**src/rtl/stopwatch_pkg.sv**
```systemverilog
// Shared encodings and default sizing for the stopwatch control path.
package stopwatch_pkg;

  typedef enum logic [1:0] {
    CNT_CLEAR = 2'b00,
    CNT_COUNT = 2'b01,
    CNT_HOLD  = 2'b10
  } cnt_ctrl_e;

  typedef enum logic [1:0] {
    ST_IDLE  = 2'd0,
    ST_RUN   = 2'd1,
    ST_PAUSE = 2'd2
  } state_e;

  localparam int DEF_LAP_DEPTH = 4;
  localparam int DEF_TW        = 24;

endpackage

```
**src/rtl/lap_buffer.sv**
```systemverilog
// Circular lap snapshot store with saturating fill count and a read port
// addressed relative to the newest entry (1 = newest).
module lap_buffer #(
  parameter int LAP_DEPTH = 4,
  parameter int TW        = 24,
  localparam int PW       = $clog2(LAP_DEPTH),
  localparam int CW       = PW + 1
) (
  input  logic          clk,
  input  logic          rst,
  input  logic          clr,
  input  logic          wr_en,
  input  logic [TW-1:0] wr_data,
  input  logic [CW-1:0] rd_idx,
  output logic [TW-1:0] rd_data,
  output logic [CW-1:0] lap_cnt
);

  logic [TW-1:0] mem [LAP_DEPTH];
  logic [PW-1:0] wr_ptr;
  logic [PW-1:0] rd_slot;

  always_ff @(posedge clk) begin
    if (rst || clr) begin
      wr_ptr  <= '0;
      lap_cnt <= '0;
    end else if (wr_en) begin
      wr_ptr <= wr_ptr + PW'(1);
      if (lap_cnt != CW'(LAP_DEPTH))
        lap_cnt <= lap_cnt + CW'(1);
    end
  end

  // Slot contents are data only; a stale slot is never visible because
  // the count gates which relative indices can be selected.
  always_ff @(posedge clk) begin
    if (wr_en)
      mem[wr_ptr] <= wr_data;
  end

  assign rd_slot = PW'(CW'(wr_ptr) - rd_idx);
  assign rd_data = mem[rd_slot];

endmodule

```
**src/rtl/stopwatch_ctrl.sv**
```systemverilog
// Button event detection, IDLE/RUN/PAUSE sequencing, lap capture and
// registered live/lap display selection for the stopwatch.
module stopwatch_ctrl
  import stopwatch_pkg::*;
#(
  parameter int LAP_DEPTH = DEF_LAP_DEPTH,
  parameter int TW        = DEF_TW,
  localparam int CW       = $clog2(LAP_DEPTH) + 1
) (
  input  logic          clk,
  input  logic          rst,
  input  logic          i_start_pause,
  input  logic          i_stop,
  input  logic          i_lap,
  input  logic          i_view,
  input  logic [TW-1:0] i_time,
  output logic [1:0]    cnt_ctrl,
  output logic [1:0]    o_state,
  output logic [TW-1:0] o_disp_time,
  output logic [CW-1:0] o_lap_cnt,
  output logic [CW-1:0] o_view_idx
);

  state_e        state, state_n;
  logic [3:0]    btn, btn_q, ev;
  logic          ev_stop, ev_sp, ev_lap, ev_view;
  logic          lap_wr, lap_clr;
  logic [CW-1:0] view_idx;
  logic [TW-1:0] lap_rd;
  logic [TW-1:0] disp_p1;

  assign btn = {i_stop, i_start_pause, i_lap, i_view};
  assign ev  = btn & ~btn_q;

  // Previous levels reset high so a button held through reset is not an event.
  always_ff @(posedge clk) begin
    if (rst) btn_q <= '1;
    else     btn_q <= btn;
  end

  assign ev_stop = ev[3];
  assign ev_sp   = ev[2] & ~ev[3];
  assign ev_lap  = ev[1] & ~(|ev[3:2]);
  assign ev_view = ev[0] & ~(|ev[3:1]);

  always_ff @(posedge clk) begin
    if (rst) state <= ST_IDLE;
    else     state <= state_n;
  end

  always_comb begin
    state_n = state;
    case (state)
      ST_IDLE:  if (ev_sp) state_n = ST_RUN;
      ST_RUN: begin
        if (ev_stop)    state_n = ST_IDLE;
        else if (ev_sp) state_n = ST_PAUSE;
      end
      ST_PAUSE: begin
        if (ev_stop)    state_n = ST_IDLE;
        else if (ev_sp) state_n = ST_RUN;
      end
      default:  state_n = ST_IDLE;
    endcase
  end

  always_comb begin
    cnt_ctrl = CNT_CLEAR;
    case (state)
      ST_RUN:   cnt_ctrl = CNT_COUNT;
      ST_PAUSE: cnt_ctrl = CNT_HOLD;
      default:  cnt_ctrl = CNT_CLEAR;
    endcase
  end

  assign o_state = state;
  assign lap_wr  = (state == ST_RUN) && ev_lap;
  assign lap_clr = (state != ST_IDLE) && (state_n == ST_IDLE);

  lap_buffer #(
    .LAP_DEPTH (LAP_DEPTH),
    .TW        (TW)
  ) u_lap_buffer (
    .clk     (clk),
    .rst     (rst),
    .clr     (lap_clr),
    .wr_en   (lap_wr),
    .wr_data (i_time),
    .rd_idx  (view_idx),
    .rd_data (lap_rd),
    .lap_cnt (o_lap_cnt)
  );

  // View index cycles live -> newest .. oldest -> live, only while paused.
  always_ff @(posedge clk) begin
    if (rst || lap_clr) begin
      view_idx <= '0;
    end else if (state == ST_PAUSE) begin
      if (state_n != ST_PAUSE)
        view_idx <= '0;
      else if (ev_view)
        view_idx <= (view_idx >= o_lap_cnt) ? '0 : view_idx + CW'(1);
    end
  end

  assign o_view_idx = view_idx;

  // Stage p1: registered display selection.
  always_ff @(posedge clk) begin
    if (rst) disp_p1 <= '0;
    else     disp_p1 <= (view_idx == '0) ? i_time : lap_rd;
  end

  assign o_disp_time = disp_p1;

endmodule

```
**config.mk**
```make
export PLATFORM = sky130hd
export DESIGN_NAME = stopwatch_ctrl
export DESIGN_NICKNAME = d
export VERILOG_FILES = /design/src/rtl/stopwatch_pkg.sv /design/src/rtl/lap_buffer.sv /design/src/rtl/stopwatch_ctrl.sv
export SDC_FILE = /design/constraint.sdc
export NUM_CORES = 1
export LEC_CHECK = 0
export ABC_AREA = 0
export BUFFER_PORTS_ARGS = -buffer_cell sky130_fd_sc_hd__buf_2
export CAP_MARGIN = 20
export CORE_MARGIN = 2
export CORE_UTILIZATION = 61
export CTS_CLUSTER_DIAMETER = 50
export CTS_CLUSTER_SIZE = 16
export DETAILED_ROUTE_END_ITERATION = 10
export PLACE_DENSITY_LB_ADDON = 0.12
export SLEW_MARGIN = 15
export SYNTH_ARGS = -nofsm -noshare
export SYNTH_HDL_FRONTEND = slang
export SYNTH_SLANG_ARGS = --single-unit
```
**constraint.sdc**
```tcl
create_clock -name clk -period 3.85 [get_ports clk]
set_input_delay 0.385 -clock clk [delete_from_list [all_inputs] [get_ports clk]]
set_output_delay 0.385 -clock clk [all_outputs]
set_load 0.02 [all_outputs]
```
# ---- Word-level counts from Yosys, hierarchy flattened
# Memories as Yosys holds them, arrays and structs flattened.
# Index checks and enable logic that the tools add are counted.
dict set report totals {
  regBits 38
  output_inout_bits 34
  memories 1
  wordCells 48
  in_bits 30
  ramBits 96
}
# memory depth width rd rd_ports_with_merged_regs wr line_no
set mem_list {}
lappend mem_list {u_lap_buffer.mem 4 24 1 0 1 lap_buffer.sv:19} ;# logic [TW-1:0] mem [LAP_DEPTH];
dict set report classes {
  mux 12
  addsub 4
  order_cmp 1
  n_bitwise 8
  eq_ne 4
  n_reduce_logical 12
}
# cell count
set ops {}
lappend ops {{$mux W24} 1}
lappend ops {{$mux W3} 3}
lappend ops {{$mux W2} 4}
lappend ops {{$add A3 B1 Y3 const B} 2}
lappend ops {{$pmux W2 S3} 1}
lappend ops {{$and A4 B4 Y4} 1}
lappend ops {{$logic_not A2 Y1} 2}
lappend ops {{$not A4 Y4} 1}
lappend ops {{$pmux W2 S2} 1}
lappend ops {{$reduce_and A2 Y1} 2}
lappend ops {{$reduce_bool A2 Y1} 2}
lappend ops {{$and A1 B1 Y1} 3}
lappend ops {{$ge A3 B3 Y1} 1}
lappend ops {{$logic_not A3 Y1} 1}
lappend ops {{$ne A3 B3 Y1 const B} 1}
lappend ops {{$not A1 Y1} 3}
lappend ops {{$reduce_or A3 Y1} 1}
lappend ops {{$add A2 B1 Y2 const B} 1}
lappend ops {{$eq A2 B1 Y1 const B} 1}
lappend ops {{$eq A2 B2 Y1 const B} 1}
lappend ops {{$logic_and A1 B1 Y1} 2}
lappend ops {{$mux W1} 2}
lappend ops {{$ne A2 B2 Y1 const B} 1}
lappend ops {{$reduce_or A2 Y1} 1}
lappend ops {{other kinds (2)} 2}

# ---- Logic depth before layout (Yosys ltp)
# Gate-level depths: netlist of the first run.
dict set report logic_depth {
  word_depth 10
  mapped_depth 8
  mapped_depth_nobuf 7
}

# ---- Cells and area by module
# From an unflattened synthesis of the first run, not the netlist that was laid out.
dict set report unflattened {
  cells_unflattened 322
  area_unflattened_um2 5236.3
}
# mod area_each_um2 cells_each seq_area_each_um2 instances
set by_module_without_submodules {}
lappend by_module_without_submodules {lap_buffer 3905.0 160 2982.9 1}
lappend by_module_without_submodules {stopwatch_ctrl 1331.3 162 660.6 1}

# ---- Worst setup path before layout of the first run
# No wires, ideal clock.
dict set report synth_timing {
  path_kind {register to register}
  from {register state[0], in the netlist o_state[0]}
  to {memory u_lap_buffer.mem[0][0], enable pin}
  period_less_slack_ns 2.194
  path_buffers 1
  setup_slack_ns 1.656
  path_stages_with_launch 5
  setup_time_ns 0.383
  required_ns 3.467
  arrival_ns 1.811
  path_cell_list {dfxtp_1 > and2b_1 > and4_1 > buf_2 > and2_1}
}
dict set report synth_between {
  elab_chain_cells 4
}
# element line_no
set synth_lines {}
lappend synth_lines {{start, declared} stopwatch_ctrl.sv:24} ;# state_e state, state_n;
lappend synth_lines {{start signal, assigned} stopwatch_ctrl.sv:48} ;# else state <= state_n;
lappend synth_lines {{$eq A2 B1 Y1} stopwatch_ctrl.sv:77} ;# assign lap_wr = (state == ST_RUN) && ev_lap;
lappend synth_lines {{$logic_and A1 B1 Y1} stopwatch_ctrl.sv:77}
lappend synth_lines {{$mux W1} lap_buffer.sv:37} ;# if (wr_en)
lappend synth_lines {{$mux W1 (not written as such)} lap_buffer.sv:38} ;# mem[wr_ptr] <= wr_data;
lappend synth_lines {{end, declared} lap_buffer.sv:19}
# No other way between the ends.

# ---- Worst setup path in the final report of the first run
dict set report layout_timing {
  from {register u_lap_buffer.wr_ptr[0]}
  to {register disp_p1[22], in the netlist o_disp_time[22]}
}
dict set report layout_between {
  elab_chain_cells 3
}
# element line_no
set layout_lines {}
lappend layout_lines {{start, declared} lap_buffer.sv:20} ;# logic [PW-1:0] wr_ptr;
lappend layout_lines {{start signal, assigned} lap_buffer.sv:28} ;# wr_ptr <= wr_ptr + PW'(1);
lappend layout_lines {{$sub A2 B2 Y2} lap_buffer.sv:41} ;# assign rd_slot = PW'(CW'(wr_ptr) - rd_idx);
lappend layout_lines {{$mem_v2 Z4 W24} n/a}
lappend layout_lines {{$mux W24} stopwatch_ctrl.sv:111} ;# else disp_p1 <= (view_idx == '0) ? i_time : lap_rd;
lappend layout_lines {{end signal, assigned} stopwatch_ctrl.sv:111}
lappend layout_lines {{end, declared} stopwatch_ctrl.sv:30} ;# logic [TW-1:0] disp_p1;
# No other way between the ends.
# A chain may end at the register's enable or synchronous reset.

==> results of run 1 <==
## cells in the final DEF, fill, tap and decap left out, types with 2 or more instances in the layout
cell / count
clkbuf_1: 2
clkinv_4: 4
nor2b_1: 2
buf_4: 7
bufinv_16: 5
and2_1: 5
nor3_1: 5
nor2b_2: 2
nand2b_1: 2
ha_1: 12
a22o_1: 2
nor2_1: 8
inv_1: 10
clkbuf_8: 2
clkbuf_16: 16
xnor2_1: 3
mux2i_1: 50
or2_2: 4
edfxtp_1: 96
a21oi_1: 2
o221ai_1: 24
nand2_1: 29
buf_2: 63
clkinv_2: 2
dfxtp_1: 38
## layer usage
| metal | wire, um | GRT usage [%] |
|---|---|---|
| met1 | 3880 | 25.8 |
| met2 | 4630 | 36.0 |
| met3 | 557 | 7.59 |
| met4 | 91 | 9.29 |
| met5 | 0 | 0 |
## report_power, final
| part | internal [mW] | total [mW] | switching (mW) |
|---|---|---|---|
| sequential | 1.56 | 1.57 | 0.00549 |
| clock | 1.14 | 1.71 | 0.572 |
| combinational | 0.0360 | 0.0974 | 0.0613 |
| total | 2.73 | 3.37 | 0.639 |
## path summary, 6_finish.rpt
check             slack [ns]               startpoint  depth (start not counted)                 endpoint
setup / recovery        1.32   u_lap_buffer.wr_ptr[0]                          7          o_disp_time[22]
hold / removal          0.06                    i_lap                          2                 btn_q[1]
setup reg to reg        1.32   u_lap_buffer.wr_ptr[0]                          7          o_disp_time[22]
hold reg to reg         0.53  u_lap_buffer.lap_cnt[2]                          2  u_lap_buffer.lap_cnt[2]
## cell type report
class	count	area share, %
multi-input cells	165	21.9
inverters	10	0.608
repair buffers	70	5.96
clock inverters	12	3.28
clock buffers	20	7.06
flip-flops and latches	134	59.0
well taps	105	2.13
## cell families after synthesis
group	synth area share, %
fa+ha+maj	3.15
mux	10.0
buf+inv	2.78
compound gates	6.10
simple gates	6.01
flops	71.1
xor+xnor	0.830
## registers in the layout (all words and copies together), names as in the netlist
| name | flops |
|---|---|
| o_disp_time | 24 |
| o_state | 2 |
| o_view_idx | 3 |
| u_lap_buffer.wr_ptr | 2 |
| u_lap_buffer.lap_cnt | 3 |
| u_lap_buffer.mem | 96 |
| btn_q | 4 |
## Yosys cell counts
cell,n
ha_1,12
a22o_1,2
clkbuf_1,9
a31o_1,1
nor3_1,5
a2111oi_4,1
a211oi_2,1
buf_4,1
a21oi_1,2
xnor2_2,1
nor2b_2,1
and2_1,5
nor2_1,8
or2_1,1
edfxtp_1,96
inv_1,10
nand2_1,29
and2b_1,1
and2b_4,1
or2_2,4
nand2b_2,1
dfxtp_1,38
buf_12,2
buf_2,1
o311ai_1,1
xnor2_1,3
nand2b_1,2
o221ai_1,24
and4_1,1
clkbuf_4,1
or3_1,1
mux2i_1,50
buf_6,1
a32o_1,1
nor2b_1,3
a21o_1,1
maj3_2,1
mux2i_2,1
==> summary.txt, run 1 <==
Clocking
  – CTS buffer count: 17
  – H-Tree Level Count: 4
  – Resize count post-CTS: 0
  – Hold_buf cts: 0
  – Clk buf depth: 2
  – Number of clock sinks: 134
  – Clk Tree Root Cell: clkbuf_8
  – CTS tree: yes
  – Clock-pin slew on the worst setup and hold paths: 0.06 ns
  – Setup Fix Bufs, Post-CTS: 0
  – Clock Latency Late Sink: 0.52 ns

Worst setup path
  – CP max stage delay: 0.65 ns
  – Critical path class: flip-flop to flip-flop
  – Endpoint class of the critical path: flip-flop
  – CP Cell Sequence: inv_1 -> ha_1 -> xnor2_1 -> xnor2_4 -> buf_4 -> mux2i_1 -> o221ai_1
  – WP buf/inv: 2
  – Required @ worst endpoint: 4.19 ns
  – Worst EP arrival: 2.87 ns
  – Largest delay contributor family on the critical path: buffers and inverters
  – CP Launch Type: flip-flop
  – Slowest library cell on the worst path: buf_4
  – CP Max Fanout: 42

Finish
  – # nets final: 440
  – Number of fill cells in the layout: 493
  – Final std cells w/o fill: 516
  – Final instance area: 6170 um^2
  – Number of diodes: 0
  – Area of the multi-input gates: 1350 um^2
  – Register Area: 3640 um^2
  – Layout area overhead: 20.4%
  – Share of layout cells above drive strength 1: 27.5%
  – Util after Layout: 75.5%

Synthesis
  – YS warnings: 0
  – Post-Synthesis Net Count: 366
  – Mapped Area: 5120 um^2
  – Synth Register Bits: 134
  – Post-Synthesis Cells: 324
  – Synthesized area per cell: 15.8 um^2
  – Post-synthesis sequential area ratio: 71.1%
  – Post-synth top area share: 56.3%
  – Synth top area cells: edfxtp_1 56%, dfxtp_1 15%, mux2i_1 9.8%, o221ai_1 4.1%, ha_1 2.9%
  – Post-synth cell types: 38
  – Post-synth top area cell: edfxtp_1

Timing
  – Fin. max-slew vios: 0
  – Fmax: 0.395 GHz
  – Final Hold Fails: 0
  – Final Setup Violations: 0
  – Final Worst Setup Slack: 1.32 ns
  – Slew HR: 28.7%
  – Worst Tran Pin Value: 1.07 ns
  – Minimum clock period: 2.53 ns
  – Setup TNS: 0 ns
  – Tcrit/Tclk final: 65.8%
  – Clk_skew: 0.00779 ns
  – RSZ-0062 raised after global routing: false
  – Final hold slack: 0.0619 ns

Floorplan
  – Die Height: 95.7 um
  – Die area: 9150 um^2
  – Initial Util: 62.7%
  – Core footprint: 8180 um^2
  – Rows: 33
  – Die X: 95.7 um
  – I/O Pins: 64

Power
  – Power per cell area: 546 nW/um^2
  – Peak supply drop: 315 uV
  – Total design power: 3.37 mW
  – Leak: 2.24 nW

Detailed routing
  – DRT Pass-1 Iters: 4
  – First DRT Iteration DRCs: 132
  – Antenna viol nets, final: 0
  – Vias per std cell: 5.61
  – # DRC: 0
  – Final wirelength: 9.16 mm
  – Routed WL per cell: 17.7 um
  – DR vias: 2897

Placed design
  – GP Congestion: 0.751
  – Dpl ws: 1.31 ns
  – Placed cell area: 5530 um^2
  – DP Cell Count: 484
  – Post-DP HPWL: 5.34 mm
  – PortBufs: 63

Hold path
  – Min-Delay Path Class: primary input to flip-flop

Outcome
  – Outcome: finished clean

Global route
  – Total global-route track usage: 21.7%
  – Largest net degree at the start of global routing: 43
  – Vias in the first global route: 2867
  – Initial antenna violation count: 0
  – Grt ovf: 0
  – First-pass GRT wire length: 14.1 mm

Run
  – Max-cap violations: 0
Power figures use the tool's default switching activity.
==> run 2: changes to the inputs <==
--- a/config.mk
+++ b/config.mk
@@ -9,7 +9,7 @@
 export BUFFER_PORTS_ARGS = -buffer_cell sky130_fd_sc_hd__buf_2
 export CAP_MARGIN = 20
 export CORE_MARGIN = 2
-export CORE_UTILIZATION = 61
+export CORE_UTILIZATION = 51
 export CTS_CLUSTER_DIAMETER = 50
 export CTS_CLUSTER_SIZE = 16
 export DETAILED_ROUTE_END_ITERATION = 10
==> constraint.sdc (replaced) <==
create_clock -name clk -period 2.3 [get_ports clk]
set_input_delay 0.23 -clock clk [delete_from_list [all_inputs] [get_ports clk]]
set_output_delay 0.23 -clock clk [all_outputs]
set_load 0.02 [all_outputs]
==> run 2 against run 1 <==
  * Core utilization down 8.9 points
  * Non-clock buffer count rose by 34
  * Design area increased by 5.5%
  * Combinational power up 110%
  * First-iteration DRC count is 11% lower
  * Power grew 60%
  * Flip-flop and latch count is the same
  * Clock power grew 50%
  * Global-route usage fell by 3.5 points
  * Fmax up 25%
  * Largest power group is now registers
  * Sequential power is 67% higher
  * Hold slack gained 0.012 ns
==> summary.txt, run 2 (synthesis results as in run 1) <==
Outcome
  – Outcome: finished clean

Hold path
  – Worst Hold Path EP: o_state[0]
  – Min-Delay Path Class: primary input to flip-flop
  – Hold path depth: 2 (unchanged)
  – Worst hold start: rst

Worst setup path
  – CP Launch Type: flip-flop
  – Required @ worst endpoint: 2.68 ns (-1.51 ns)
  – Worst reg-to-reg path cell count: 7 (unchanged)
  – Crit Reg-Reg Startpoint: u_lap_buffer.wr_ptr[0]
  – Critical path class: flip-flop to flip-flop
  – CP Max Fanout: 32 (-24%)
  – Worst EP arrival: 2.41 ns (-0.46 ns)
  – Worst r2r dst: o_disp_time[13]
  – Endpoint class of the critical path: flip-flop
  – FF-to-FF setup slack: 0.27 ns (-1.05 ns)

Power
  – Leak: 2.37 nW (+5.6%)
  – Power share of the clock group: 47.7% (-2.9 points)
  – Sequential Power Share: 48.6% (+2.1 points)
  – Internal power: 4.36 mW (+60%)
  – Peak supply drop: 394 uV (+25%)
  – Net Sw Frac: 19.1% (+0.17 points)
  – Logic pwr share: 3.7% (+0.8 points)
  – Power per cell area: 828 nW/um^2 (+52%)
  – Switching pwr: 1.03 mW (+61%)

Timing
  – Final Hold Fails: 0 (unchanged)
  – Slew HR: 53.6% (+25 points)
  – Final Setup Violations: 0 (unchanged)
  – Setup TNS: 0 ns (unchanged)
  – Clk_skew: 0.00803 ns (+0.000237 ns)
  – Fmax: 0.492 GHz (+25%)
  – Tcrit/Tclk final: 88.4% (+23 points)
  – Minimum clock period: 2.03 ns (-0.500 ns)
  – Fin. max-slew vios: 0 (unchanged)
  – Final Worst Setup Slack: 0.268 ns (-1.05 ns)
  – Worst Tran Pin Value: 0.692 ns (-0.378 ns)
  – RSZ-0062 raised after global routing: false

Floorplan
  – Rows: 36 (+9.1%)
  – Core footprint: 9770 um^2 (+20%)
  – Initial Util: 52.4% (-10 points)
  – Die X: 104 um (+9.0%)
  – Die area: 10900 um^2 (+19%)
  – Die Height: 104 um (+9.0%)
  – I/O Pins: 64 (unchanged)

Finish
  – Layout area overhead: 27.0%
  – Top reg by flops: u_lap_buffer.mem
  – Most common cell after layout, fill and taps aside: edfxtp_1
  – Largest register FFs: 96 (unchanged)
  – Share of layout cells above drive strength 1: 26.3% (-1.2 points)
  – Commonest cells after routing, fill and taps aside: 96 x edfxtp_1, 63 x buf_2, 50 x mux2i_1, 38 x dfxtp_1, 29 x nand2_1
  – # nets final: 474 (+7.7%)
  – Final instance area: 6510 um^2 (+5.5%)
  – Number of diodes: 0 (unchanged)

Detailed routing
  – # DRC: 0 (unchanged)
  – Routed WL per cell: 15.9 um (-11%)
  – First DRT Iteration DRCs: 117 (-11%)
  – Antenna viol nets, final: 0 (unchanged)
  – DR vias: 2903 (+0.21%)
  – Final wirelength: 9.17 mm (+0.17%)
  – DRT Pass-1 Iters: 5 (+1)
  – Vias per std cell: 5.02 (-11%)

Clocking
  – Clock-pin slew on the worst setup and hold paths: 0.06 ns (about the same)
  – Hold_buf cts: 28 (+28)
  – H-Tree Level Count: 4 (unchanged)
  – Setup Fix Bufs, Post-CTS: 0 (unchanged)
  – CTS buffer count: 17 (unchanged)
  – Clk Tree Root Cell: clkbuf_8
  – Clk buf depth: 2 (unchanged)
  – CTS tree: yes
  – Clock Latency Late Sink: 0.51 ns (about the same)
  – Number of clock sinks: 134 (unchanged)
  – Resize count post-CTS: 0 (unchanged)

Global route
  – Largest net degree at the start of global routing: 33 (-23%)
  – First-pass GRT wire length: 15.0 mm (+6.1%)
  – Total global-route track usage: 18.2% (-3.5 points)
  – Initial antenna violation count: 0 (unchanged)
  – Vias in the first global route: 3008 (+4.9%)
  – Grt ovf: 0 (unchanged)

Placed design
  – GP Congestion: 0.722 (-3.8%)
  – Dpl ws: 0.247 ns (-1.07 ns)
  – Post-DP HPWL: 5.45 mm (+2.0%)
  – PortBufs: 63 (unchanged)
  – Placed cell area: 5650 um^2 (+2.1%)

Run
  – Max-cap violations: 0 (unchanged)
run 2: cell types whose count changed in the layout (fill, tap and decap cells not counted):
cell	previous run	this run
buf_4	7	10
clkinvlp_4	1	2
clkbuf_1	2	4
buf_12	0	3
dlygate4sd3_1	0	28
clkinv_4	4	0
clkbuf_8	2	3
clkinv_2	2	4
bufinv_16	5	2
clkbuf_16	16	17
run 2: power groups by stage:
stage          Combinational [mW]  Sequential (mW)  Clock [mW]
6_report                    0.200             2.62        2.57
5_1_grt                     0.221             2.62        2.73
4_1_cts                     0.202             2.62        2.61
3_5_place_dp                0.164             2.67           0
3_3_place_gp                0.160             2.67           0
2_1_floorplan              0.0503             2.70           0
run 2: metrics by stage:
stage	power, mW	hold slack, ns	instances	utilization [%]
finish	5.39	0.0743	578	66.6
global route	5.57	0.0792	578	66.6
CTS	5.44	0.0458	578	66.6
detailed placement	2.84	0.434	518	57.8
global placement	2.83	0.433	518	57.8
floorplan	2.75	0.329	324	-
run 2: layout make-up:
cell class | instances | area, um^2
fill | 736 | 3270
clock buffer | 24 | 482
sequential | 134 | 3640
tap | 133 | 166
clock inverter | 8 | 95.1
inverter | 10 | 37.5
multi-input combinational | 165 | 1350
timing repair buffer | 104 | 731
run 2: per-layer routing:
| layer | track usage [%] | share of wire [%] | vias up |
|---|---|---|---|
| li1 | - | - | 1443 |
| met1 | 22.4 | 45 | 1383 |
| met2 | 30.2 | 50 | 69 |
| met3 | 6.20 | 4.3 | 8 |
| met4 | 6.47 | 0.83 | 0 |
| met5 | 0 | 0 | - |
run 2: worst max path at each step:
stage	from	to	slack (ns)	cells after the start
2_1_floorplan	o_state[0]	u_lap_buffer.mem[0][0]	0.11	4
4_1_cts	u_lap_buffer.wr_ptr[0]	o_disp_time[15]	0.25	7
3_3_place_gp	u_lap_buffer.wr_ptr[0]	o_disp_time[3]	0.32	7
6_report	u_lap_buffer.wr_ptr[0]	o_disp_time[13]	0.27	7
3_5_place_dp	u_lap_buffer.wr_ptr[0]	o_disp_time[15]	0.25	7
5_1_grt	u_lap_buffer.wr_ptr[0]	o_disp_time[5]	0.09	7
run 2: worst max-delay path: stages (launching register included):
cell,delay (ns)
dfxtp_1,0.39
inv_1,0.11
ha_1,0.20
xnor2_1,0.35
xnor2_4,0.19
buf_12,0.28
mux2i_1,0.24
o221ai_1,0.13
